===== src/rtl/seg_event_counter.sv =====
// Free-running pattern counter with masked LED output; rising edges of the LED MSB
// are counted in 4-digit BCD and shown on a multiplexed active-low 7-segment display.
module seg_event_counter #(
  parameter int CNT_W    = 8,
  parameter int TICK_DIV = 4194304,
  parameter int SCAN_DIV = 65536
) (
  input  logic             clk,
  input  logic             rst_n,
  input  logic [CNT_W-1:0] Sw,
  input  logic             hold,
  input  logic             clr,
  output logic [CNT_W-1:0] Led,
  output logic [7:0]       seg,
  output logic [3:0]       an
);

  localparam int PRE_W  = (TICK_DIV > 1) ? $clog2(TICK_DIV) : 1;
  localparam int SCAN_W = (SCAN_DIV > 1) ? $clog2(SCAN_DIV) : 1;

  logic [PRE_W-1:0]  pre;
  logic [SCAN_W-1:0] scan;
  logic [CNT_W-1:0]  cnt;
  logic [1:0]        idx;
  logic              msb_q;
  logic              clr_q;
  logic [3:0][3:0]   bcd;
  logic [3:0][3:0]   bcd_inc;
  logic              tick;
  logic              scan_wrap;
  logic              evt;

  function automatic logic [6:0] glyph(input logic [3:0] d);
    case (d)
      4'd0:    glyph = 7'h40;
      4'd1:    glyph = 7'h79;
      4'd2:    glyph = 7'h24;
      4'd3:    glyph = 7'h30;
      4'd4:    glyph = 7'h19;
      4'd5:    glyph = 7'h12;
      4'd6:    glyph = 7'h02;
      4'd7:    glyph = 7'h78;
      4'd8:    glyph = 7'h00;
      4'd9:    glyph = 7'h10;
      default: glyph = 7'h7F;
    endcase
  endfunction

  assign tick      = (pre == PRE_W'(TICK_DIV - 1));
  assign scan_wrap = (scan == SCAN_W'(SCAN_DIV - 1));
  // After a clear, Led still carries the pre-clear pattern for one cycle while the
  // history is zero; clr_q masks that cycle so it cannot be taken as a rising edge.
  assign evt       = Led[CNT_W-1] & ~msb_q & ~clr_q;

  // NOTE: every variable assigned in always_comb gets a default first so no latch is inferred.
  always_comb begin
    logic carry;
    bcd_inc = bcd;
    carry   = 1'b1;
    for (int i = 0; i < 4; i++) begin
      if (carry) begin
        if (bcd[i] == 4'd9) begin
          bcd_inc[i] = 4'd0;
        end else begin
          bcd_inc[i] = bcd[i] + 4'd1;
          carry      = 1'b0;
        end
      end
    end
  end

  // NOTE: sequential state uses non-blocking assignments so all registers update together.
  always_ff @(posedge clk or negedge rst_n) begin
    if (!rst_n) begin
      pre   <= '0;
      cnt   <= '0;
      Led   <= '0;
      msb_q <= 1'b0;
      clr_q <= 1'b0;
      // NOTE: the BCD digits are a packed vector of flops, so they take the async reset.
      bcd   <= '0;
    end else begin
      Led <= cnt & Sw;
      if (clr) begin
        pre   <= '0;
        cnt   <= '0;
        msb_q <= 1'b0;
        clr_q <= 1'b1;
        bcd   <= '0;
      end else begin
        clr_q <= 1'b0;
        msb_q <= Led[CNT_W-1];
        pre   <= tick ? '0 : pre + PRE_W'(1);
        if (tick && !hold) cnt <= cnt + CNT_W'(1);
        if (evt) bcd <= bcd_inc;
      end
    end
  end

  // Display scan runs independently of clr and hold.
  always_ff @(posedge clk or negedge rst_n) begin
    if (!rst_n) begin
      scan <= '0;
      idx  <= 2'd0;
      an   <= 4'hF;
      seg  <= 8'hFF;
    end else begin
      scan <= scan_wrap ? '0 : scan + SCAN_W'(1);
      if (scan_wrap) idx <= idx + 2'd1;
      an  <= ~(4'b0001 << idx);
      seg <= {1'b1, glyph(bcd[idx])};
    end
  end

endmodule


===== config.mk =====
export PLATFORM = sky130hd
export DESIGN_NAME = seg_event_counter
export DESIGN_NICKNAME = d
export VERILOG_FILES = /design/src/rtl/seg_event_counter.sv
export SDC_FILE = /design/constraint.sdc
export NUM_CORES = 1
export LEC_CHECK = 0
export ABC_AREA = 1
export ABC_CLOCK_PERIOD_IN_PS = 1600
export CELL_PAD_IN_SITES_DETAIL_PLACEMENT = 1
export CELL_PAD_IN_SITES_GLOBAL_PLACEMENT = 1
export CORE_ASPECT_RATIO = 0.5
export CORE_UTILIZATION = 41
export CTS_BUF_LIST = sky130_fd_sc_hd__clkbuf_4
export DETAILED_ROUTE_END_ITERATION = 7
export GPL_TIMING_DRIVEN = 0
export PLACE_DENSITY = 0.87
export SYNTH_ARGS = -nofsm -noshare
export SYNTH_HDL_FRONTEND = slang
export SYNTH_SLANG_ARGS = --single-unit
export TNS_END_PERCENT = 20

===== constraint.sdc =====
create_clock -name clk -period 1.6 [get_ports clk]
set_clock_uncertainty 0.15 [all_clocks]
set_input_delay 0.32 -clock clk [delete_from_list [all_inputs] [get_ports clk]]
set_output_delay 0.32 -clock clk [all_outputs]
set_load 0.02 [all_outputs]

==> flow_metrics.py <==
metrics = {
    "outcome": {
        "status": "finished with violations",
        "failed_checks": "negative setup slack",
    },
    "global_route": {
        "grt_pass1_wl_um": 20390,
        "grt_usage_pct": 23.74,
        "grt_max_degree": 73,
        "grt-ovfl-total": 0,
        "grt_pass1_vias": 4159,
        "antenna_found_initial": 0,
    },
    "synthesis": {
        "syn_avg_cell_area_um2": 8.111,
        "synth_edf_count": 0,
        "synth-main-ff-cell": "dfrtp_1",
        "synth_top_family_by_area": "simple AND/OR/NAND/NOR gates",
        "synth_largest_area_cell": "dfrtp_1",
        "synth-xor-area-share_pct": 5.133,
        "yosysSeqAreaShare_pct": 48.25,
        "netlist_area_um2": 4437,
        "synth-seq-cells": 85,
        "synth_compound_area_share_pct": 4.456,
        "synth_warnings": 0,
        "syn_nets": 579,
        "synthCells": 547,
        "synthAdderAreaFrac_pct": 5.640,
        "synth_simple_gate_area_share_pct": 29.44,
        "synth-async-reset-ratio_pct": 100.0,
        "synth_mux_area_share_pct": 0.2256,
        "synthTopCellsByArea": "dfrtp_1 42%, nand2_1 12%, nor2_1 7.0%, dfstp_2 6.5%, ha_1 5.6%",
        "yosys.area.top_type_share_pct": 41.74,
        "synth.distinct_cells": 38,
    },
    "setup_path": {
        "slowest_stage": "dfrtp_2",
        "start_kind": "flop",
        "cp-end-kind": "flop",
        "crit_chain": "buf_6 > nand2_1 > nand3_1 > nand2_4 > inv_2 > ha_4 > inv_2 > nand2_2 > nand2_2 > o21ai_2",
        "required_ps": 1890,
        "critPathMaxFanout": 5,
        "worstSetupPathType": "reg2reg",
        "cpPeakStageDelay_ps": 480,
        "cp.arrival_ps": 2040,
    },
    "timing": {
        "setup_slack_ps": -150.3,
        "hold_viol_final": 0,
        "hold_ws_ps": 86.82,
        "setup_viol": 49,
        "grt_setup_unrepaired": "yes",
        "slew_violations": 0,
        "period_share_pct": 109.4,
        "max_freq_mhz": 571.3,
        "setup_tns_ps": -2928,
        "period_minus_slack_ps": 1750,
    },
    "cts": {
        "root_buffer": "clkbuf_4",
        "cts_tree": "built",
        "cts_max_level": 3,
        "cts-buffers-inserted": 9,
        "numClockSinks": 85,
        "clock_latency_ps": 500,
        "clockBufferDepth": 2,
        "clk_transition_reported_paths_ps": 160,
    },
    "pwr": {
        "powerDensity_nw_per_um2": 722.1,
        "leakage_nw": 2.865,
        "ir_drop_uv": 857.4,
    },
    "floorplanning": {
        "initial_utilization_pct": 42.89,
        "design.die.area_um2": 11270,
        "dieHeight_um": 75.56,
        "io_pins": 32,
        "row_count": 26,
        "die_w_um": 149.1,
        "core_um2": 10340,
    },
    "detailed_routing": {
        "wl_um": 15940,
        "viasPerCell": 5.366,
        "ant_nets": 0,
        "drc": 0,
        "vias": 4164,
        "dr.pass1.iters": 4,
        "drt_iter0_drc": 301,
        "routedWlPerCell_um": 20.54,
    },
    "place": {
        "portBuffers": 30,
        "post-dp-hpwl_um": 7520,
        "place_congestion": 0.7672,
    },
    "worst_hold_path": {
        "hold_path_class": "in2async",
    },
    "layout": {
        "n_antenna_cell": 0,
        "most-common-layout-cells": "122 x nand2_1, 69 x nor2_1, 68 x dfrtp_1, 50 x inv_1, 37 x buf_4",
        "final_common_cell": "nand2_1",
        "num-nets-final": 663,
        "syn_to_final_growth_pct": 32.18,
        "drive_gt1_share_pct": 31.45,
    },
    "flow_run": {
        "drv_cap": 0,
    },
}
==> registers in the layout (all words and copies together), names as in the netlist <==
register,cells
pre,22
scan,16
idx,2
clr_q,1
msb_q,1
cnt,8
bcd,16
Led,8
seg,7
an,4
==> layer usage <==
layer / up-vias / GRT usage, % / wire, µm
li1: 1873 / - / -
met1: 2112 / 27.48 / 6605
met2: 137 / 43.98 / 8177
met3: 42 / 5.928 / 681
met4: 0 / 8.277 / 473
met5: - / 0 / 0
==> through the flow <==
step | cell area [µm²] | total power (W) | util, % | setup slack, ps | instances
after detailed placement | 4946 | 0.002669 | 47.81 | -664.9 | 718
after floorplan | 4446 | 0.002497 | - | 1.023 | 547
after global placement | 4921 | 0.002630 | 47.57 | -3010 | 717
after global routing | 5864 | 0.004363 | 56.69 | -239.8 | 776
after CTS | 5456 | 0.004125 | 52.75 | -38.12 | 764
final | 5864 | 0.004235 | 56.69 | -150.3 | 776
==> cell families (layout without fill, tap and decap cells) <==
group           after synthesis  after routing
flops                        85             85
mux                           1              1
simple gates                301            302
xor+xnor                     26             26
other cells                   1              1
buf+inv                      77            165
compound gates               36             36
fa+ha+maj                    20             20
==> timing repair <==
item | in CTS | in global routing
setup endpoints to repair | 78 | 71
endpoints found under the hold margin | 74 | 0
buffers inserted | 26 | 12
pin swaps | 18 | 21
gates resized for setup | 141 | 85
cloned | 3 | 0
hold buffers | 1 | 0
==> power by group <==
| group | internal (W) | switching (W) |
|---|---|---|
| sequential | 0.00222 | 0.0000992 |
| clock | 0.000625 | 0.000851 |
| combinational | 0.000178 | 0.000267 |
| total | 0.00302 | 0.00122 |
==> cell usage after synthesis, types with 2 or more instances <==
cell type and instances:
nand2_1 145, nor2_1 83, dfrtp_1 74, inv_1 60
nand3_1 38, ha_1 20, xor2_1 20, o21ai_1 13
dfstp_2 11, o21ai_0 10, nor3_1 9, inv_2 8
nor2_2 7, a21oi_1 6, xnor2_1 6, nand2_2 4
nand4_1 4, buf_2 3, buf_4 2, clkbuf_1 2
nand2_4 2, nand3b_1 2, nor2_4 2, o21bai_1 2
==> cell type report <==
class	instances	area, µm²
Sequential cell	85	2148
Buffer	8	61.31
Tap cell	140	175.2
Fill cell	1216	4481
Clock inverter	7	90.09
Timing Repair Buffer	72	645.6
Multi-Input combinational cell	386	2405
Clock buffer	9	67.56
Inverter	69	271.5
==> final timing paths <==
path / cells past startpoint / to / start / slack [ps]
worst max-delay path: 10 / seg[3]$_DFF_PN1_ / idx[0]$_DFFE_PN0N_ / -150
max in group asynchronous: 3 / an[0]$_DFF_PN1_ / rst_n / 570
worst max register to register: 10 / seg[3]$_DFF_PN1_ / idx[0]$_DFFE_PN0N_ / -150
min in group clk: 3 / Led[4]$_DFF_PN0_ / Sw[4] / 200
worst min register to register: 1 / pre[0]$_DFF_PN0_ / pre[0]$_DFF_PN0_ / 370
worst min-delay path: 2 / cnt[2]$_DFFE_PN0P_ / rst_n / 90
==> critical path, delay by kind of cell, from the launching register on <==
family | cells | cell delay (ps)
AND/OR/NAND/NOR | 5 | 480
buffers and inverters | 3 | 310
AO/OA/AOI/OAI | 1 | 140
flip-flops | 1 | 480
adder cells (fa/ha/maj) | 1 | 150
No activity file was read; power rests on OpenSTA's default activity.
==> patch: new RTL, config.mk and constraints unchanged <==
Add an input register stage for `Sw`, `hold` and `clr`, with the module's reset; this delays them by one clock.
--- a/src/rtl/seg_event_counter.sv
+++ b/src/rtl/seg_event_counter.sv
@@ -17,6 +17,22 @@
 
   localparam int PRE_W  = (TICK_DIV > 1) ? $clog2(TICK_DIV) : 1;
   localparam int SCAN_W = (SCAN_DIV > 1) ? $clog2(SCAN_DIV) : 1;
+
+  logic [CNT_W-1:0] Sw_q;
+  logic hold_q;
+  logic clr_r;
+
+  always_ff @(posedge clk or negedge rst_n) begin
+    if (!rst_n) begin
+      Sw_q   <= '0;
+      hold_q <= '0;
+      clr_r  <= '0;
+    end else begin
+      Sw_q   <= Sw;
+      hold_q <= hold;
+      clr_r  <= clr;
+    end
+  end
 
   logic [PRE_W-1:0]  pre;
   logic [SCAN_W-1:0] scan;
@@ -80,8 +96,8 @@
       // NOTE: the BCD digits are a packed vector of flops, so they take the async reset.
       bcd   <= '0;
     end else begin
-      Led <= cnt & Sw;
-      if (clr) begin
+      Led <= cnt & Sw_q;
+      if (clr_r) begin
         pre   <= '0;
         cnt   <= '0;
         msb_q <= 1'b0;
@@ -91,7 +107,7 @@
         clr_q <= 1'b0;
         msb_q <= Led[CNT_W-1];
         pre   <= tick ? '0 : pre + PRE_W'(1);
-        if (tick && !hold) cnt <= cnt + CNT_W'(1);
+        if (tick && !hold_q) cnt <= cnt + CNT_W'(1);
         if (evt) bcd <= bcd_inc;
       end
     end
Behaviour: no difference found for any inputs over 10 cycles, from zero or initial values and one cycle with rst_n low; that may be too few to reach the edited logic, so the function may still have changed.
==> patch against the original RTL <==
  * The run still ends with negative setup slack left
  * Cell area increased by 1.3%
  * Power increased by 5.6%
  * Wire length decreased by 19%
  * Sequential cell count increased by 10
  * Fmax about the same
  * Setup slack about the same
  * Area after synthesis increased by 5.8%
  * Largest cell class is now flip-flops and latches
==> patch: results (changes against the original RTL) <==
stage,metric,value,unit,change
pwr,p_leak,2.874,nW,was 2.865 nW
yosys,ys_top_cells_by_area,"dfrtp_1 (45%), nand2_1 (11%), dfstp_2 (6.2%)",,"was dfrtp_1 (42%), nand2_1 (12%), nor2_1 (7.0%)"
sta,setup_viol,39,,was 49
finish,num_antenna_cells,0,,unchanged
route,routed_wl,12900,um,was 15940 um
route,detail-route-antenna-nets,0,,unchanged
cts,htree_num_levels,3,,unchanged
sta,relSlewSlack,0.6364,,
placed_design,dp_hpwl,7969,um,was 7520 um
finish,layout-drive-gt1-share,0.2755,,was 0.3145
placed_design,portBuffers,30,,unchanged
cts,clk_latency,490,ps,
grt,track_usage,0.2116,,was 0.2374
status,violations,negative setup slack,,unchanged
yosys,synth_commonest_cells,"nand2_1 (141), dfrtp_1 (84), nor2_1 (75)",,"was nand2_1 (145), nor2_1 (83), dfrtp_1 (74)"
finish,nNetsFinal,655,,was 663
placed_design,dpl-instance-area,5209,um2,was 4946 um2
grt,grt_pass1_vias,4262,,was 4159
placed_design,place.gp.congestion,0.7712,,was 0.7672
worst_setup_path,path_max_fanout,5,,unchanged
yosys,async_reset_ff_frac,1.000,,unchanged
grt,grt_pass1_wl,19940,um,was 20390 um
cts,cts_root_buffer,clkbuf_4,,unchanged
status,status,"complete, but fails checks",,unchanged
route,firstDrtPassIters,4,,unchanged
yosys,ys_warn_count,0,,unchanged
placed_design,pre_cts_ws,-233.7,ps,was -664.9 ps
grt,antenna_found_initial,0,,unchanged
yosys,synth_xor_area_frac,0.05222,,was 0.05133
yosys,synth.distinct_cells,35,,was 38
worst_hold_path,hold_class,in2reg,,was in2async
yosys,synth_top_area_share,0.4476,,was 0.4174
cts,clkTransAtPathRegs,150,ps,
grt,grt_max_degree,70,,was 73
yosys,muxShareOfSynthArea,0.002132,,was 0.002256
yosys,seq_area_frac_synth,0.5092,,was 0.4825
worst_setup_path,crit_arrival,2020,ps,was 2040 ps
cts,cts_max_path_buffers,2,,unchanged
yosys,syn_nets,584,,was 579
pwr,ir_drop,0.4203,mV,was 0.8574 mV
cts,numCtsBuffers,9,,unchanged
yosys,synth_compound_area_frac,0.03917,,was 0.04456
finish,reg_top3,"pre (22), bcd (16), scan (16)",,unchanged
route,dr.first_iter.drc_count,125,,was 301
pwr,switching_share,0.2584,,was 0.2873
sta,setup_ws,-150.1,ps,was -150.3 ps
route,vias,3876,,was 4164
yosys,synthAdderAreaFrac,0.05329,,was 0.05640
[patch: cell count changes after synthesis, moves of 3 or more]
| cell | unedited run | this run |
|---|---|---|
| o21ai_1 | 13 | 16 |
| nor2_2 | 7 | 4 |
| nand3_1 | 38 | 44 |
| dfrtp_1 | 74 | 84 |
| nor2_1 | 83 | 75 |
| nand2_1 | 145 | 141 |
| o21ai_0 | 10 | 7 |
[patch: per-layer routing]
layer  up-vias  global-route usage  share of wire  wire (um)
met5         -                   0              0          0
met4         0             0.07500          0.033        422
met3        33             0.05140          0.019        243
met2        45              0.3900           0.53       6837
met1      1943              0.2410           0.42       5392
li1       1855                   -              -          -
[patch: area by class of cell]
class | count | area [um2]
Fill cell | 1308 | 5140
Sequential cell | 95 | 2401
Multi-Input combinational cell | 379 | 2310
Timing Repair Buffer | 59 | 535.5
Inverter | 71 | 279.0
Tap cell | 145 | 181.4
Clock buffer | 12 | 90.09
Clock inverter | 4 | 72.57
Buffer | 8 | 71.32
[patch: cell families (layout without fill, tap and decap cells)]
logic type      after synthesis  count (layout)
fa+ha+maj                    20              20
buf+inv                      79             154
mux                           1               1
simple gates                294             295
flops                        95              95
other cells                   1               1
compound gates               34              34
xor+xnor                     28              28
[patch: power groups by stage]
stage                     clock network [mW]  registers, mW  logic (mW)
final                                   1.52           2.56       0.386
after global routing                    1.65           2.57       0.432
after CTS                               1.56           2.55       0.338
after detailed placement                   0           2.59       0.319
after global placement                     0           2.59       0.286
after floorplan                            0           2.58       0.166
[patch: what timing repair did]
| item | 4_1_cts | 5_1_grt |
|---|---|---|
| endpoints found under the setup margin | 72 | 69 |
| gates resized for setup | 121 | 81 |
| endpoints found under the hold margin | 50 | 0 |
| setup buffers | 13 | 13 |
| hold buffers | 1 | 0 |
| gates cloned | 2 | 0 |
| pin swaps | 13 | 20 |
[patch: worst paths after layout]
path                       cells past startpoint   start  slack (ps)  endpoint
max                                            9  bcd[1]        -150   bcd[11]
min reg2reg                                    0   clr_r         270     clr_q
min in group asynchronous                      2   rst_n         140    pre[6]
min                                            1     clr         120     clr_r
max reg2reg                                    9  bcd[1]        -150   bcd[11]
max in group asynchronous                      3   rst_n         410     an[0]
[patch: through the flow]
stage,cells,util,hold WS [ps],TNS [ps]
6_report,773,0.5361,119.0,-2111
5_1_grt,773,0.5361,115.1,-6143
4_1_cts,760,0.5036,99.86,-1193
3_5_place_dp,728,0.4701,118.9,-6808
3_3_place_gp,727,0.4678,212.2,-329530
2_1_floorplan,552,-,-125.6,0
[patch: worst max-delay path, cell delays in order (launching register included)]
cell and delay (ps):
dfrtp_1 420, inv_2 110, ha_4 160, nand3_2 100, nand2_2 120, nand2_4 90
nor2_4 160, buf_6 160, nand3_1 100, nand2_1 100
